$ cat config.mk
export PLATFORM = sky130hd
export DESIGN_NAME = l2_port_arbiter_flat
export DESIGN_NICKNAME = d
export VERILOG_FILES = /design/src/rtl/l2_port_arbiter_if.sv /design/src/rtl/l2_port_arbiter.sv /design/src/flat_wrapper.sv
export SDC_FILE = /design/constraint.sdc
export NUM_CORES = 1
export LEC_CHECK = 0
export BUFFER_PORTS_ARGS = -buffer_cell sky130_fd_sc_hd__buf_4
export CORE_AREA = 2 2 542 544
export CTS_BUF_LIST = sky130_fd_sc_hd__clkbuf_16
export DETAILED_ROUTE_END_ITERATION = 8
export DIE_AREA = 0 0 544 546
export GPL_TIMING_DRIVEN = 1
export SLEW_MARGIN = 20
export SYNTH_ARGS = -nofsm -noshare
export SYNTH_HDL_FRONTEND = slang
export SYNTH_SLANG_ARGS = --single-unit
$ cat constraint.sdc
create_clock -name clk -period 4.79 [get_ports clk]
set_input_delay 0 -clock clk [delete_from_list [all_inputs] [get_ports clk]]
set_output_delay 0 -clock clk [all_outputs]
set_load 0.02 [all_outputs]
$ cat src/rtl/l2_port_arbiter_if.sv
// Bus bundle between the L1 caches, the arbiter and the L2 port.
// The slave modport is the arbiter; master is whoever drives it.
interface l2_port_arbiter_if #(
  parameter int ADDR_W = 32,
  parameter int LINE_W = 256
);
  logic              i_read;
  logic [ADDR_W-1:0] i_addr;
  logic [LINE_W-1:0] i_rdata;
  logic              i_resp;
  logic              d_read;
  logic              d_write;
  logic [ADDR_W-1:0] d_addr;
  logic [LINE_W-1:0] d_wdata;
  logic [LINE_W-1:0] d_rdata;
  logic              d_resp;
  logic              l2_read;
  logic              l2_write;
  logic [ADDR_W-1:0] l2_addr;
  logic [LINE_W-1:0] l2_wdata;
  logic [LINE_W-1:0] l2_rdata;
  logic              l2_resp;
  logic              busy;

  modport master (
    output i_read, i_addr,
    output d_read, d_write, d_addr, d_wdata,
    output l2_rdata, l2_resp,
    input  i_rdata, i_resp, d_rdata, d_resp,
    input  l2_read, l2_write, l2_addr, l2_wdata,
    input  busy
  );

  modport slave (
    input  i_read, i_addr,
    input  d_read, d_write, d_addr, d_wdata,
    input  l2_rdata, l2_resp,
    output i_rdata, i_resp, d_rdata, d_resp,
    output l2_read, l2_write, l2_addr, l2_wdata,
    output busy
  );
endinterface

$ cat src/rtl/l2_port_arbiter.sv
// Shares one L2 line port between L1 I and D caches.
// D wins by default; a streak counter bounds I starvation.
module l2_port_arbiter #(
  parameter int ADDR_W      = 32,
  parameter int LINE_W      = 256,
  parameter int MAX_DSTREAK = 4
) (
  input logic               clk,
  input logic               rst_n,
  l2_port_arbiter_if.slave  bus
);

  localparam int SW = $clog2(MAX_DSTREAK + 1);
  localparam logic [SW-1:0] SMAX = SW'(MAX_DSTREAK);

  typedef enum logic [1:0] {
    IDLE,
    SERVE_I,
    SERVE_D,
    GAP
  } state_t;

  state_t            state, state_nx;
  logic [SW-1:0]     streak, streak_nx;
  logic              op_wr, op_wr_nx;
  logic [ADDR_W-1:0] addr_q, addr_nx;
  logic [LINE_W-1:0] wdata_q, wdata_nx;
  logic [LINE_W-1:0] i_rdata_q, d_rdata_q;

  logic d_req, g_force, g_d, g_i;
  logic serve, i_done, d_done;

  assign d_req   = bus.d_read | bus.d_write;
  assign g_force = bus.i_read && (streak == SMAX);
  assign g_d     = d_req && !g_force;
  assign g_i     = bus.i_read && !g_d;

  assign serve  = (state == SERVE_I) || (state == SERVE_D);
  assign i_done = (state == SERVE_I) && bus.l2_resp;
  assign d_done = (state == SERVE_D) && bus.l2_resp;

  always_comb begin
    state_nx  = state;
    streak_nx = streak;
    op_wr_nx  = op_wr;
    addr_nx   = addr_q;
    wdata_nx  = wdata_q;
    unique case (state)
      IDLE: begin
        unique case (1'b1)
          g_i: begin
            state_nx  = SERVE_I;
            op_wr_nx  = 1'b0;
            addr_nx   = bus.i_addr;
            wdata_nx  = '0;
            streak_nx = '0;
          end
          g_d: begin
            state_nx = SERVE_D;
            // both strobes high is illegal; treated as a write
            op_wr_nx = bus.d_write;
            addr_nx  = bus.d_addr;
            wdata_nx = bus.d_wdata;
            if (!bus.i_read)
              streak_nx = '0;
            else if (streak != SMAX)
              streak_nx = streak + SW'(1);
          end
          default: ;
        endcase
      end
      SERVE_I, SERVE_D: begin
        if (bus.l2_resp)
          state_nx = GAP;
      end
      GAP:     state_nx = IDLE;
      default: state_nx = IDLE;
    endcase
  end

  always_ff @(posedge clk or negedge rst_n) begin
    if (!rst_n) begin
      state     <= IDLE;
      streak    <= '0;
      op_wr     <= 1'b0;
      addr_q    <= '0;
      wdata_q   <= '0;
      i_rdata_q <= '0;
      d_rdata_q <= '0;
    end else begin
      state   <= state_nx;
      streak  <= streak_nx;
      op_wr   <= op_wr_nx;
      addr_q  <= addr_nx;
      wdata_q <= wdata_nx;
      if (i_done)
        i_rdata_q <= bus.l2_rdata;
      if (d_done)
        d_rdata_q <= bus.l2_rdata;
    end
  end

  // downstream sees only latched values, never live requester inputs
  assign bus.l2_read  = serve & ~op_wr;
  assign bus.l2_write = serve & op_wr;
  assign bus.l2_addr  = serve ? addr_q : '0;
  assign bus.l2_wdata = serve ? wdata_q : '0;

  assign bus.i_resp  = i_done;
  assign bus.d_resp  = d_done;
  assign bus.i_rdata = i_done ? bus.l2_rdata : i_rdata_q;
  assign bus.d_rdata = d_done ? bus.l2_rdata : d_rdata_q;
  assign bus.busy    = (state != IDLE);

endmodule

$ cat src/flat_wrapper.sv
// flat-port wrapper written by rule: the top's interface ports become plain ports
module l2_port_arbiter_flat 
#(
  parameter int ADDR_W      = 32,
  parameter int LINE_W      = 256,
  parameter int MAX_DSTREAK = 4
)
  (clk, rst_n, bus_i_read, bus_i_addr, bus_d_read, bus_d_write, bus_d_addr, bus_d_wdata, bus_l2_rdata, bus_l2_resp, bus_i_rdata, bus_i_resp, bus_d_rdata, bus_d_resp, bus_l2_read, bus_l2_write, bus_l2_addr, bus_l2_wdata, bus_busy);
  l2_port_arbiter_if #(.ADDR_W(ADDR_W), .LINE_W(LINE_W)) bus_i ();
  input logic clk;
  input logic rst_n;
  input wire logic [$bits(bus_i.i_read)-1:0] bus_i_read;
  input wire logic [$bits(bus_i.i_addr)-1:0] bus_i_addr;
  input wire logic [$bits(bus_i.d_read)-1:0] bus_d_read;
  input wire logic [$bits(bus_i.d_write)-1:0] bus_d_write;
  input wire logic [$bits(bus_i.d_addr)-1:0] bus_d_addr;
  input wire logic [$bits(bus_i.d_wdata)-1:0] bus_d_wdata;
  input wire logic [$bits(bus_i.l2_rdata)-1:0] bus_l2_rdata;
  input wire logic [$bits(bus_i.l2_resp)-1:0] bus_l2_resp;
  output wire logic [$bits(bus_i.i_rdata)-1:0] bus_i_rdata;
  output wire logic [$bits(bus_i.i_resp)-1:0] bus_i_resp;
  output wire logic [$bits(bus_i.d_rdata)-1:0] bus_d_rdata;
  output wire logic [$bits(bus_i.d_resp)-1:0] bus_d_resp;
  output wire logic [$bits(bus_i.l2_read)-1:0] bus_l2_read;
  output wire logic [$bits(bus_i.l2_write)-1:0] bus_l2_write;
  output wire logic [$bits(bus_i.l2_addr)-1:0] bus_l2_addr;
  output wire logic [$bits(bus_i.l2_wdata)-1:0] bus_l2_wdata;
  output wire logic [$bits(bus_i.busy)-1:0] bus_busy;
  assign bus_i.i_read = bus_i_read;
  assign bus_i.i_addr = bus_i_addr;
  assign bus_i.d_read = bus_d_read;
  assign bus_i.d_write = bus_d_write;
  assign bus_i.d_addr = bus_d_addr;
  assign bus_i.d_wdata = bus_d_wdata;
  assign bus_i.l2_rdata = bus_l2_rdata;
  assign bus_i.l2_resp = bus_l2_resp;
  assign bus_i_rdata = bus_i.i_rdata;
  assign bus_i_resp = bus_i.i_resp;
  assign bus_d_rdata = bus_i.d_rdata;
  assign bus_d_resp = bus_i.d_resp;
  assign bus_l2_read = bus_i.l2_read;
  assign bus_l2_write = bus_i.l2_write;
  assign bus_l2_addr = bus_i.l2_addr;
  assign bus_l2_wdata = bus_i.l2_wdata;
  assign bus_busy = bus_i.busy;
  l2_port_arbiter #(.ADDR_W(ADDR_W), .LINE_W(LINE_W), .MAX_DSTREAK(MAX_DSTREAK)) u_core (.clk(clk), .rst_n(rst_n), .bus(bus_i));
endmodule
==> metrics.yaml, run 1 <==
first_global_vias: 31135
placed_area_um2: 46700
place.gp.congestion: 0.912
yosysTopAreaCell: "dfrtp_1"
grt_max_degree: 154
root_buffer: "clkbuf_16"
p_leak_nw: 26.6
ant_nets: 0
skew_ps: 38.4
num_vias: 29006
drtIter0Drc: 1910
max_slew_margin_pct: 29.3
die_w_um: 544
synth_edf_count: 0
route.detailed.drc: 0
synth_area_um2: 31800
die_height_um: 546
htreeDepth: 3
yosys-top-cells-count: "dfrtp_1, mux2_2, and2_1"
synth_cells: 2160
grt_usage_pct: 14.6
cts.sinks: 806
status: "finished clean"
critPathLaunchType: "register"
required_ps: 4790
avgSynthCellArea_um2: 14.7
cts_tree: "yes"
rsz0062_at_grt: "no"
final.period_utilization_pct: 70.0
clkLatencyLatePin_ps: 800
wire_per_inst_um: 26.5
area_growth_pct: 87.1
finalSetupViolCount: 0
initial_core_util_pct: 10.9
cts.clk_slew.worst_paths_ps: 80
powerDensity_nw_per_um2: 732
finalHoldViolations: 0
numCtsBuffers: 102
postLayoutCellArea_um2: 59500
worst_pin_slew_ps: 1060
synthTopCellsByArea: "dfrtp_1, mux2_2, a22o_1"
async_reset_ff_share_pct: 100
fin_nets: 5053
cp_max_fo: 45
antenna_found_initial: 179
max_freq_mhz: 298
first_pass_iters: 8
hold_class: "input port to register"
endpoint_kind: "output port"
io_buffers: 1386
core_area_um2: 292000
path_class: "register to output port"
peakVddDrop_mv: 0.889
drive_gt1_share_pct: 45.9
grt_pass1_wl_mm: 294
synth_flop_cell: "dfrtp_1"
clockBufferDepth: 4
layout_min_cycle_time_ps: 3350
via_per_inst: 3.40
slew_violations: 0
num_rows: 199
wl_mm: 226
yosysMostFrequentCell: "dfrtp_1"
hpwl_mm: 182
ys_ff_latch: 806
synth_top_area_share_pct: 63.4
ys_seq_area_share_pct: 63.4
grt_remaining_overflow: 0
yosysWarnings: 0
tns_ps: 0
synth_nets: 2747
die-area_um2: 297000
synth_cell_types: 26
io_pins: 1387
maxCapViolations: 0
worst-endpoint-arrival_ps: 3350
==> flip-flops by register name, indices dropped and copies added, names as in the netlist <==
| register | flops |
|---|---|
| u_core.addr_q | 32 |
| u_core.d_rdata_q | 256 |
| u_core.i_rdata_q | 256 |
| u_core.op_wr | 1 |
| u_core.state | 2 |
| u_core.streak | 3 |
| u_core.wdata_q | 256 |
==> worst paths after layout <==
kind | from | to | slack [ps] | depth (start not counted)
worst max register to register | u_core.streak[0] | u_core.addr_q[0] | 1610 | 9
worst min register to register | u_core.wdata_q[41] | u_core.wdata_q[41] | 490 | 1
worst min-delay path | bus_d_wdata[172] | u_core.wdata_q[172] | 80 | 3
min in group asynchronous | rst_n | u_core.i_rdata_q[124] | 570 | 4
max in group asynchronous | rst_n | u_core.i_rdata_q[164] | 3250 | 5
worst max-delay path | u_core.state[1] | bus_i_rdata[2] | 1440 | 6
==> power breakdown <==
| part | leakage (nW) | switching [mW] | total, mW | internal, mW |
|---|---|---|---|---|
| Combinational | 15.2 | 14.4 | 24.5 | 10.1 |
| Sequential | 9.75 | 1.24 | 11.4 | 10.2 |
| Clock | 1.63 | 3.34 | 7.65 | 4.30 |
| Total | 26.6 | 19.0 | 43.5 | 24.5 |
==> layer usage <==
layer  share of wire [%]  vias up  GRT usage, %  wire [µm]
met3                  14      407          8.24      30800
li1                    -    12329             -          -
met4                 3.8       82          4.61       8480
met5                0.26        -             0        580
met1                  40    14606          17.1      89300
met2                  43     1582          22.4      96700
==> timing repair <==
action                    in CTS  in global routing
gates resized for setup        0                  0
hold endpoints to repair    1101                  0
buffers inserted               0                  0
hold buffers                 940                  0
==> area by class of cell <==
cell class | count | area [µm²]
fill | 31419 | 233000
timing repair buffer | 2361 | 20300
sequential | 806 | 20200
multi-input combinational | 1189 | 10700
tap | 3919 | 4900
clock buffer | 102 | 2550
clock inverter | 78 | 629
antenna | 75 | 188
inverter | 6 | 22.5
==> placed cells by master, fill, tap and decap left out, drive strengths merged <==
master	synthesis	final
a22o	257	257
o22a	1	1
nand2b	1	1
nor2b	2	2
nor2	1	1
o211ai	1	1
nor3	1	1
bufinv	0	8
nand2	40	40
diode	0	75
and2	290	290
clkinv	0	40
dfrtp	806	806
o21ai	36	36
clkinvlp	0	4
a21oi	3	3
inv	6	32
ha	5	5
o41a	1	1
mux2	512	512
mux2i	33	33
clkbuf	44	102
nand3	4	4
o211a	1	1
buf	115	1422
dlygate4sd3	0	939
==> logic make-up after synthesis <==
group	Yosys count	share of synthesized area, %
DFF	806	63.4
muxes	545	19.2
and+or+nand+nor	339	6.36
AOI/OAI and AO/OA	300	7.82
buffers and inverters	165	3.00
adders and majority gates	5	0.197
==> critical path, cell delays in order, from the launching register on <==
cell and delay [ps]:
dfrtp_1 400, inv_1 120, ha_1 150, and2_4 530
buf_4 600, mux2_2 430, buf_4 170
==> stage by stage <==
step	worst slack (ps)	total power, mW	cells	hold WS, ps	util (%)
after floorplan	2970	23.4	2160	-296	-
after global placement	2230	34.8	7341	136	16.0
after detailed placement	2180	35.0	7341	138	16.0
after CTS	1250	44.1	8461	0.773	20.3
after global routing	1250	45.9	8497	27.9	20.3
final	1440	43.5	8536	77.5	20.4
(Power assumes the default switching activity.)
==> inputs of run 2 (changes only) <==
- ABC_AREA: not set -> 1
- CORE_AREA: 2 2 542 544 -> 2 2 534 536
- DIE_AREA: 0 0 544 546 -> 0 0 536 538
- clock period: 4.79 -> 3.45 ns (I/O delays scaled with it)
==> run 2 against run 1 <==
  * Cell count increased by 18%
  * Non-clock buffer count grew 47
  * Wire length down 1.6%
  * Global-route usage increased by 0.054 points
  * Sequential power is 38% higher
  * Power rose by 36%
  * First-iteration DRC count is 21% higher
  * Area after synthesis grew 3.0%
  * Flip-flop and latch count unchanged
  * Die area is 2.9% lower
  * Largest power group unchanged
  * Highest routed layer unchanged
==> metrics.yaml, run 2 <==
core_area_um2: 283000
dp_slack_ps: 1150
fin_nets: 6778
cp_max_fo: 58
ys_seq_area_share_pct: 61.6
critPathLaunchType: "register"
async_reset_ff_share_pct: 100
avgSynthCellArea_um2: 8.40
largestRegisters: "u_core.d_rdata_q (256), u_core.i_rdata_q (256), u_core.wdata_q (256)"
dp.cells: 8927
synth_cell_types: 17
switching_share_pct: 47.0
rsz0062_at_grt: "no"
peakVddDrop_mv: 0.530
finalSetupViolCount: 0
synth_xor_area_share_pct: 0
worst-endpoint-arrival_ps: 3160
startpoint: "u_core.state[1]"
fillers: 30723
num_vias: 35937
drtIter0Drc: 2303
max_slew_margin_pct: 40.3
cts-resized-gates: 0
cts_hold_buf: 925
grt_usage_pct: 14.7
antenna_found_initial: 158
final_cell_mix: "nand2_1, buf_4, dlygate4sd3_1"
ant_nets: 0
synth_compound_area_share_pct: 7.88
skew_ps: 55.2
clockBufferDepth: 4
via_per_inst: 3.56
wire_per_inst_um: 22.0
io_buffers: 1386
p_switching_mw: 27.8
cts.clk_slew.worst_paths_ps: 60
grt_pass1_wl_mm: 292
yosys-mux-area-fraction_pct: 0
yosysWarnings: 0
first_global_vias: 35270
max_freq_mhz: 316
io_pins: 1387
r2r-start: "u_core.streak[0]"
finalHoldViolations: 0
die_w_um: 536
power_frac_clock_pct: 17.6
layout_commonest_cell: "nand2_1"
die-area_um2: 288000
synth_cells: 3898
maxCapViolations: 0
power_frac_comb_pct: 55.7
hold_class: "input port to register"
yosysTopAreaCell: "dfrtp_1"
slew_violations: 0
required_ps: 3450
area_growth_pct: 85.1
synth_area_um2: 32700
post_cts_buffers: 0
synth_top_family_by_area: "simple AND/OR/NAND/NOR gates"
stdcell_count: 10082
drive_gt1_share_pct: 26.0
hpwl_mm: 176
root_buffer: "clkbuf_16"
postLayoutSetupSlackWorst_ps: 288
powerDensity_nw_per_um2: 975
yosysMostFrequentCell: "nand2_1"
r2r_slack_ps: 340
endpoint_kind: "output port"
die_height_um: 538
power_mw: 59.1
synth-simple-area-share_pct: 20.8
synth_nets: 4485
htreeDepth: 3
cts_tree: "yes"
num_rows: 196
place.gp.congestion: 0.917
grt_remaining_overflow: 0
status: "finished clean"
initial_core_util_pct: 11.6
first_pass_iters: 6
wl_mm: 222
seqPwrFrac_pct: 26.6
synth_edf_count: 0
final.period_utilization_pct: 91.7
p_int_mw: 31.3
clkLatencyLatePin_ps: 800
synthAdderAreaFrac_pct: 0.191
synthTopCellsByArea: "dfrtp_1, nand2_1, o21ai_0"
p_leak_nw: 32.2
grt_max_degree: 111
layout_min_cycle_time_ps: 3160
ys_ff_latch: 806
worst_pin_slew_ps: 896
yosys-top-cells-count: "nand2_1, dfrtp_1, inv_1"
hp-start: "bus_d_wdata[250]"
synth_flop_cell: "dfrtp_1"
route.detailed.drc: 0
path_class: "register to output port"
synth_top_area_share_pct: 61.6
numCtsBuffers: 99
cts.sinks: 806
tns_ps: 0
## run 2: changes by cell type after synthesis, moves of 68 or more
cell / delta
clkbuf_1: +68
a22o_1: -257
inv_1: +584
nand2_1: +1649
and2_1: -290
o21ai_0: +478
mux2_2: -512
## run 2: metrics by stage
stage          utilization [%]  hold WS [ps]  area, µm²
6_report                  21.4          46.9      60600
5_1_grt                   21.4          16.8      60500
4_1_cts                   21.4         0.101      60500
3_5_place_dp              17.0          76.9      48100
3_3_place_gp              17.0          72.5      48100
2_1_floorplan                -          -296      32700
## run 2: routing by layer
metal  track usage [%]  up-vias  routed length (µm)
met3              6.58      600               25400
met5             0.313        -                 742
met4              9.76       92               17200
li1                  -    16377                   -
met1              16.2    16815               82300
met2              22.7     2053               96600
## run 2: final timing paths
| path | endpoint | cells after the start |
|---|---|---|
| max in group asynchronous | u_core.d_rdata_q[104] | 3 |
| worst min-delay path | u_core.wdata_q[250] | 4 |
| min in group asynchronous | u_core.wdata_q[51] | 3 |
| worst max register to register | u_core.addr_q[30] | 10 |
| worst max-delay path | bus_i_rdata[10] | 7 |
| worst min register to register | u_core.wdata_q[88] | 2 |
## run 2: logic make-up (layout without fill, tap and decap cells)
logic type | count (synthesis) | count (layout)
AO/OA/AOI/OAI | 515 | 515
AND/OR/NAND/NOR | 1764 | 1764
adder cells (fa/ha/maj) | 5 | 5
buffers and inverters | 808 | 3170
other | 0 | 60
flip-flops | 806 | 806
## run 2: worst max-delay path, stage by stage, from the launching register on
cell and delay (ps):
dfrtp_1 400, inv_1 120, ha_1 200, nand2_4 280, buf_12 320, buf_4 270
o21ai_0 380, buf_4 230
## run 2: power groups by stage
stage	logic [mW]	registers (mW)	clock network, mW
final	33.0	15.7	10.4
after global routing	35.4	16.1	11.1
after CTS	33.1	15.6	10.8
after detailed placement	31.4	15.7	0
after global placement	31.2	15.7	0
after floorplan	15.5	15.1	0
## run 2: area by class of cell
type	count	area (µm²)	share of cell area (%)
well taps	3762	4710	7.76
clock inverters	70	592	0.976
repair buffers	2408	20800	34.3
multi-input cells	2284	9510	15.7
flip-flops and latches	806	20200	33.3
diodes	60	150	0.248
clock buffers	100	2500	4.13
inverters	592	2230	3.68
